$ cat src/rtl/keycode_event_queue.sv
// Turns changes in the six held-keycode PIO slots into press/release events queued in a FIFO.
// Optional build macro KEYEVT_DROP_EN: discard events when the FIFO is full and count the drops.
module keycode_event_queue #(
  parameter int unsigned FIFO_DEPTH = 8,
  parameter int unsigned FIFO_AW    = 3
) (
  input  logic             clk_clk,
  input  logic             reset_reset_n,
  input  logic [7:0]       keycode1,
  input  logic [7:0]       keycode2,
  input  logic [7:0]       keycode3,
  input  logic [7:0]       keycode4,
  input  logic [7:0]       keycode5,
  input  logic [7:0]       keycode6,
  output logic             evt_valid,
  input  logic             evt_ready,
  output logic [8:0]       evt_data,
  output logic [FIFO_AW:0] evt_count,
`ifdef KEYEVT_DROP_EN
  output logic [7:0]       evt_drops,
`endif
  output logic             busy
);

  typedef enum logic [1:0] {IDLE, SCAN_P, SCAN_R, COMMIT} state_t;

  localparam logic [FIFO_AW:0] DEPTH = (FIFO_AW+1)'(FIFO_DEPTH);

  logic [7:0]         kc_in [6];
  logic [7:0]         in_q  [6];
  logic [7:0]         cur   [6];
  logic [7:0]         prev  [6];
  state_t             state, state_n;
  logic [2:0]         idx, idx_n;
  logic               load_cur, commit;
  logic               changed, rollover;

  logic [7:0]         cand, own, other;
  logic               in_other, dup, want_push, push_ok, push, pop, stall;
  logic [8:0]         push_data;

  logic [8:0]         mem [FIFO_DEPTH];
  logic [FIFO_AW-1:0] rd_ptr, wr_ptr, rd_ptr_n;
  logic [FIFO_AW:0]   count, count_n;
  logic [8:0]         head_q, head_n;
`ifdef KEYEVT_DROP_EN
  logic               drop_ev;
  logic [7:0]         drops_q;
`endif

  assign kc_in = '{keycode1, keycode2, keycode3, keycode4, keycode5, keycode6};

  always_comb begin
    changed  = 1'b0;
    rollover = 1'b0;
    for (int unsigned i = 0; i < 6; i++) begin
      if (in_q[i] != prev[i]) changed  = 1'b1;
      if (in_q[i] == 8'h01)   rollover = 1'b1;
    end
  end

  // SCAN_P looks at cur against prev; SCAN_R swaps the roles of the two snapshots.
  always_comb begin
    cand     = '0;
    own      = '0;
    other    = '0;
    in_other = 1'b0;
    dup      = 1'b0;
    for (int unsigned i = 0; i < 6; i++) begin
      own = (state == SCAN_R) ? prev[i] : cur[i];
      if (idx == 3'(i)) cand = own;
    end
    for (int unsigned i = 0; i < 6; i++) begin
      own   = (state == SCAN_R) ? prev[i] : cur[i];
      other = (state == SCAN_R) ? cur[i]  : prev[i];
      if (other == cand)                 in_other = 1'b1;
      if (3'(i) < idx && own == cand)    dup      = 1'b1;
    end
    want_push = (state == SCAN_P || state == SCAN_R) && cand != '0 && !in_other && !dup;
    push_data = {state == SCAN_P, cand};
  end

  assign pop     = evt_valid & evt_ready;
  assign push_ok = (count < DEPTH) | pop;
  assign push    = want_push & push_ok;
`ifdef KEYEVT_DROP_EN
  assign stall   = 1'b0;
  assign drop_ev = want_push & ~push_ok;
`else
  assign stall   = want_push & ~push_ok;
`endif

  always_comb begin
    state_n  = state;
    idx_n    = idx;
    load_cur = 1'b0;
    commit   = 1'b0;
    case (state)
      IDLE: begin
        if (changed && !rollover) begin
          load_cur = 1'b1;
          idx_n    = '0;
          state_n  = SCAN_P;
        end
      end
      SCAN_P, SCAN_R: begin
        if (!stall) begin
          if (idx == 3'd5) begin
            idx_n   = '0;
            state_n = (state == SCAN_P) ? SCAN_R : COMMIT;
          end else begin
            idx_n = idx + 3'd1;
          end
        end
      end
      COMMIT: begin
        commit  = 1'b1;
        state_n = IDLE;
      end
      default: state_n = IDLE;
    endcase
  end

  // The head register takes the pushed word directly when the queue would otherwise be empty.
  always_comb begin
    count_n  = count + (FIFO_AW+1)'(push) - (FIFO_AW+1)'(pop);
    rd_ptr_n = rd_ptr + FIFO_AW'(pop);
    head_n   = head_q;
    if (count_n != '0) begin
      head_n = (count == (FIFO_AW+1)'(pop)) ? push_data : mem[rd_ptr_n];
    end
  end

  always_ff @(posedge clk_clk or negedge reset_reset_n) begin
    if (!reset_reset_n) begin
      in_q   <= '{default: '0};
      cur    <= '{default: '0};
      prev   <= '{default: '0};
      state  <= IDLE;
      idx    <= '0;
      rd_ptr <= '0;
      wr_ptr <= '0;
      count  <= '0;
      head_q <= '0;
    end else begin
      in_q  <= kc_in;
      state <= state_n;
      idx   <= idx_n;
      if (load_cur) cur  <= in_q;
      if (commit)   prev <= cur;
      if (push)     wr_ptr <= wr_ptr + FIFO_AW'(1);
      rd_ptr <= rd_ptr_n;
      count  <= count_n;
      head_q <= head_n;
    end
  end

  always_ff @(posedge clk_clk) begin
    if (push) mem[wr_ptr] <= push_data;
  end

`ifdef KEYEVT_DROP_EN
  always_ff @(posedge clk_clk or negedge reset_reset_n) begin
    if (!reset_reset_n)                 drops_q <= '0;
    else if (drop_ev && drops_q != '1)  drops_q <= drops_q + 8'd1;
  end
  assign evt_drops = drops_q;
`endif

  assign evt_valid = (count != '0);
  assign evt_data  = head_q;
  assign evt_count = count;
  assign busy      = (state != IDLE);

endmodule
$ cat config.mk
export PLATFORM = sky130hd
export DESIGN_NAME = keycode_event_queue
export DESIGN_NICKNAME = d
export VERILOG_FILES = /design/src/rtl/keycode_event_queue.sv
export SDC_FILE = /design/constraint.sdc
export NUM_CORES = 1
export LEC_CHECK = 0
export ABC_CLOCK_PERIOD_IN_PS = 17300
export BUFFER_PORTS_ARGS = -buffer_cell sky130_fd_sc_hd__buf_4
export CORE_AREA = 2 2 201 203
export CTS_CLUSTER_DIAMETER = 100
export DETAILED_ROUTE_END_ITERATION = 12
export DIE_AREA = 0 0 203 205
export GPL_TIMING_DRIVEN = 0
export MAX_ROUTING_LAYER = met4
export PLACE_DENSITY = 0.59
export SLEW_MARGIN = 10
export SYNTH_ARGS = -nofsm -noshare
export SYNTH_HDL_FRONTEND = slang
export SYNTH_SLANG_ARGS = --single-unit
$ cat constraint.sdc
create_clock -name clk_clk -period 17.3 [get_ports clk_clk]
set_clock_uncertainty 0.2 [all_clocks]
set_input_delay 0.865 -clock clk_clk [delete_from_list [all_inputs] [get_ports clk_clk]]
set_output_delay 0.865 -clock clk_clk [all_outputs]
set_load 0.02 [all_outputs]
==> flow_summary.rst <==
.. list-table::
   :header-rows: 1

   * - Metric
     - Value
   * - Run status
     - complete, no violations
   * - Number of clock sinks
     - 240
   * - Maximum number of pins on one net before global-route repair
     - 96
   * - Routed WL per cell
     - 23.3 um
   * - Arrival time at the worst endpoint
     - 7.67 ns
   * - Startpoint type of the worst setup path
     - flop
   * - Most area-consuming cells after synthesis
     - dfrtp_1, edfxtp_1, mux2_2
   * - Via count of the first global-routing pass
     - 8869
   * - Deepest level of the CTS H-tree
     - 1
   * - Total wirelength of the detailed-routed design
     - 38500 um
   * - Net count of the finished layout
     - 1177
   * - Proportion of netlist area held by the largest area contributor
     - 0.328
   * - Number of filler instances in the final layout
     - 3756
   * - Post-synthesis register bit count
     - 240
   * - Via count
     - 8775
   * - Number of distinct standard cells referenced by the synthesized netlist
     - 82
   * - Clk pin slew, worst setup/hold paths
     - 0.07 ns
   * - Die Wd
     - 203 um
   * - Die area
     - 41600 sq um
   * - Top_reg_cell synth
     - dfrtp_1
   * - Post-synth net total
     - 1080
   * - Clock tree from TritonCTS
     - yes
   * - Number of antenna violations at the first check in global routing
     - 0
   * - Data required time at the worst endpoint
     - 17.54 ns
   * - Core area
     - 39400 sq um
   * - Die Ht
     - 205 um
   * - Final period demand of the worst path
     - 7.44 ns
   * - Port bufs
     - 65
   * - Area of the multi-input gates
     - 6010 sq um
   * - Kind of end point of the critical path
     - flop
   * - Fmax
     - 134 MHz
   * - Footprint of the flip-flops and latches
     - 6370 sq um
   * - Final worst path period share
     - 0.430
   * - CP max stage delay
     - 0.70 ns
   * - Share of final-layout standard cells stronger than drive strength 1
     - 0.259
   * - Count of boundary I/O pins
     - 66
   * - HPWL after detailed placement
     - 28500 um
   * - Worst min path class
     - in2async
   * - Initial drt markers
     - 644
   * - Max-capacitance violation count
     - 0
   * - Number of hold buffers added after CTS
     - 0
   * - Post-Syn Instances
     - 1012
   * - Final hold violation count
     - 0
   * - Setup Fix Bufs, Post-CTS
     - 0
   * - Commonest cells after routing, fill and taps aside
     - dfrtp_1, mux2_2, xnor2_1
   * - GP Congestion
     - 0.963
   * - Worst path most repeated cell
     - clkbuf_1
   * - Unrepaired setup endpoints after global routing
     - false
   * - Number of failing setup endpoints in the final timing report
     - 0
   * - Slew at the pin closest to its max-slew limit
     - 0.992 ns
   * - Most frequent standard cell in the layout excluding fill and tap cells
     - dfrtp_1
   * - Synth Area per Inst
     - 12.7 sq um
   * - Number of flops mapped to enable cells by yosys
     - 72
   * - Global-route wire length before repair
     - 57600 um
   * - Syn. warnings
     - 0
   * - Type of the worst setup path
     - reg2reg
   * - Total congestion overflow
     - 0
   * - Synthesis-to-finish area growth
     - 17.0%
   * - Largest fanout of any net on the critical path
     - 17
   * - Total routing resource utilization after global routing
     - 0.193
   * - Clk_lat worst skew
     - 0.57 ns
   * - Final Max Slew Viols
     - 0
   * - Netlist Area Pre-Place
     - 12800 sq um
   * - Remaining antenna violation count
     - 0
   * - Clock Tree Buf Depth
     - 3
   * - Slowest stage cell on the critical path
     - o32ai_1
   * - Sequential-to-total area share from yosys stat
     - 0.497
   * - DR DRC count
     - 0
   * - Family with the most delay on the worst path
     - buffers and inverters
   * - Number of buffers created by CTS
     - 27
   * - Number of cells upsized or downsized after cts
     - 0
   * - Number of antenna repair diodes
     - 0
   * - Effective utilization at floorplan
     - 0.325
   * - Via count normalized by instance count
     - 5.30
   * - Setup TNS
     - 0 ns
   * - Number of buffers and inverters on the critical path
     - 12
   * - Async S/R FF share, synth
     - 0.700
   * - Worst relative slew slack
     - 0.336
   * - CTS Root Cell
     - clkbuf_16
   * - Synth area leader
     - dfrtp_1
   * - Number of standard-cell rows in the floorplan
     - 73
   * - First drt pass iteration count
     - 7
registers in the layout (all words and copies together) (netlist names):
| signal | flops |
|---|---|
| wr_ptr | 3 |
| cur | 48 |
| rd_ptr | 3 |
| mem | 72 |
| in_q | 48 |
| prev | 48 |
| state | 2 |
| evt_count | 4 |
| idx | 3 |
| evt_data | 9 |
final timing paths:
kind,startpoint,endpoint,slack (ns),cells after the start
min in group clk_clk,keycode1[5],in_q[45]$_DFF_PN0_,0.20,1
max in group asynchronous,reset_reset_n,evt_data[8]$_DFFE_PN0P_,15.92,2
min reg2reg,rd_ptr[1]$_DFF_PN0_,rd_ptr[1]$_DFF_PN0_,0.30,1
max,idx[0]$_DFFE_PN0P_,evt_data[7]$_DFFE_PN0P_,9.86,28
max reg2reg,idx[0]$_DFFE_PN0P_,evt_data[7]$_DFFE_PN0P_,9.86,28
min,reset_reset_n,in_q[8]$_DFF_PN0_,0.08,1
cells by family (layout without fill, tap and decap cells):
| family | after synthesis | in the layout | synth area share |
|---|---|---|---|
| buffers and inverters | 89 | 207 | 0.0361 |
| AOI/OAI and AO/OA | 134 | 134 | 0.0788 |
| and+or+nand+nor | 180 | 180 | 0.0788 |
| xor gates and xnor gates | 126 | 126 | 0.0861 |
| muxes | 226 | 226 | 0.206 |
| adders and majority gates | 17 | 17 | 0.0172 |
| DFF | 240 | 240 | 0.497 |
metal layers:
| metal | vias up | routed length [um] | global-route usage |
|---|---|---|---|
| met5 | - | 0 | - |
| met4 | 0 | 1450 | 0.0712 |
| met3 | 70 | 2250 | 0.0336 |
| met2 | 279 | 18300 | 0.310 |
| met1 | 4467 | 16500 | 0.245 |
| li1 | 3959 | - | - |
Yosys cell counts (5+ instances only):
cell / number
a211o_1: 5
a211oi_1: 6
a21oi_1: 20
buf_1: 8
buf_2: 9
buf_4: 9
clkbuf_1: 30
dfrtp_1: 168
edfxtp_1: 72
ha_1: 16
inv_1: 24
mux2_2: 105
mux2i_1: 97
mux4_2: 18
nand2_1: 32
nand3_1: 14
nand4_1: 24
nor2_1: 28
nor3_1: 19
nor4_1: 14
o2111ai_1: 5
o211ai_1: 12
o21ai_0: 18
o21ai_1: 7
o22ai_1: 5
o32a_1: 6
xnor2_1: 98
xor2_1: 28
area by class of cell:
| class | count | area share |
|---|---|---|
| Buffer | 63 | 0.0243 |
| Tap cell | 525 | 0.0438 |
| Sequential cell | 240 | 0.425 |
| Timing Repair Buffer | 68 | 0.0359 |
| Inverter | 26 | 0.00659 |
| Clock inverter | 16 | 0.0139 |
| Clock buffer | 34 | 0.0497 |
| Multi-Input combinational cell | 683 | 0.401 |
through the flow:
| step | std cells | hold WS (ns) | utilization | instance area [sq um] | worst slack (ns) |
|---|---|---|---|---|---|
| final | 1655 | 0.0818 | 0.381 | 15000 | 9.86 |
| after global routing | 1655 | 0.106 | 0.381 | 15000 | 9.29 |
| after CTS | 1655 | 0.0743 | 0.381 | 15000 | 9.82 |
| after detailed placement | 1605 | 0.289 | 0.356 | 14000 | 9.88 |
| after global placement | 1602 | 0.285 | 0.354 | 14000 | 9.86 |
| after floorplan | 1012 | 0.275 | - | 12800 | 11.63 |
Power is not shown: default switching activity piles up to over one toggle a cycle in this logic, so the estimate is an artifact.
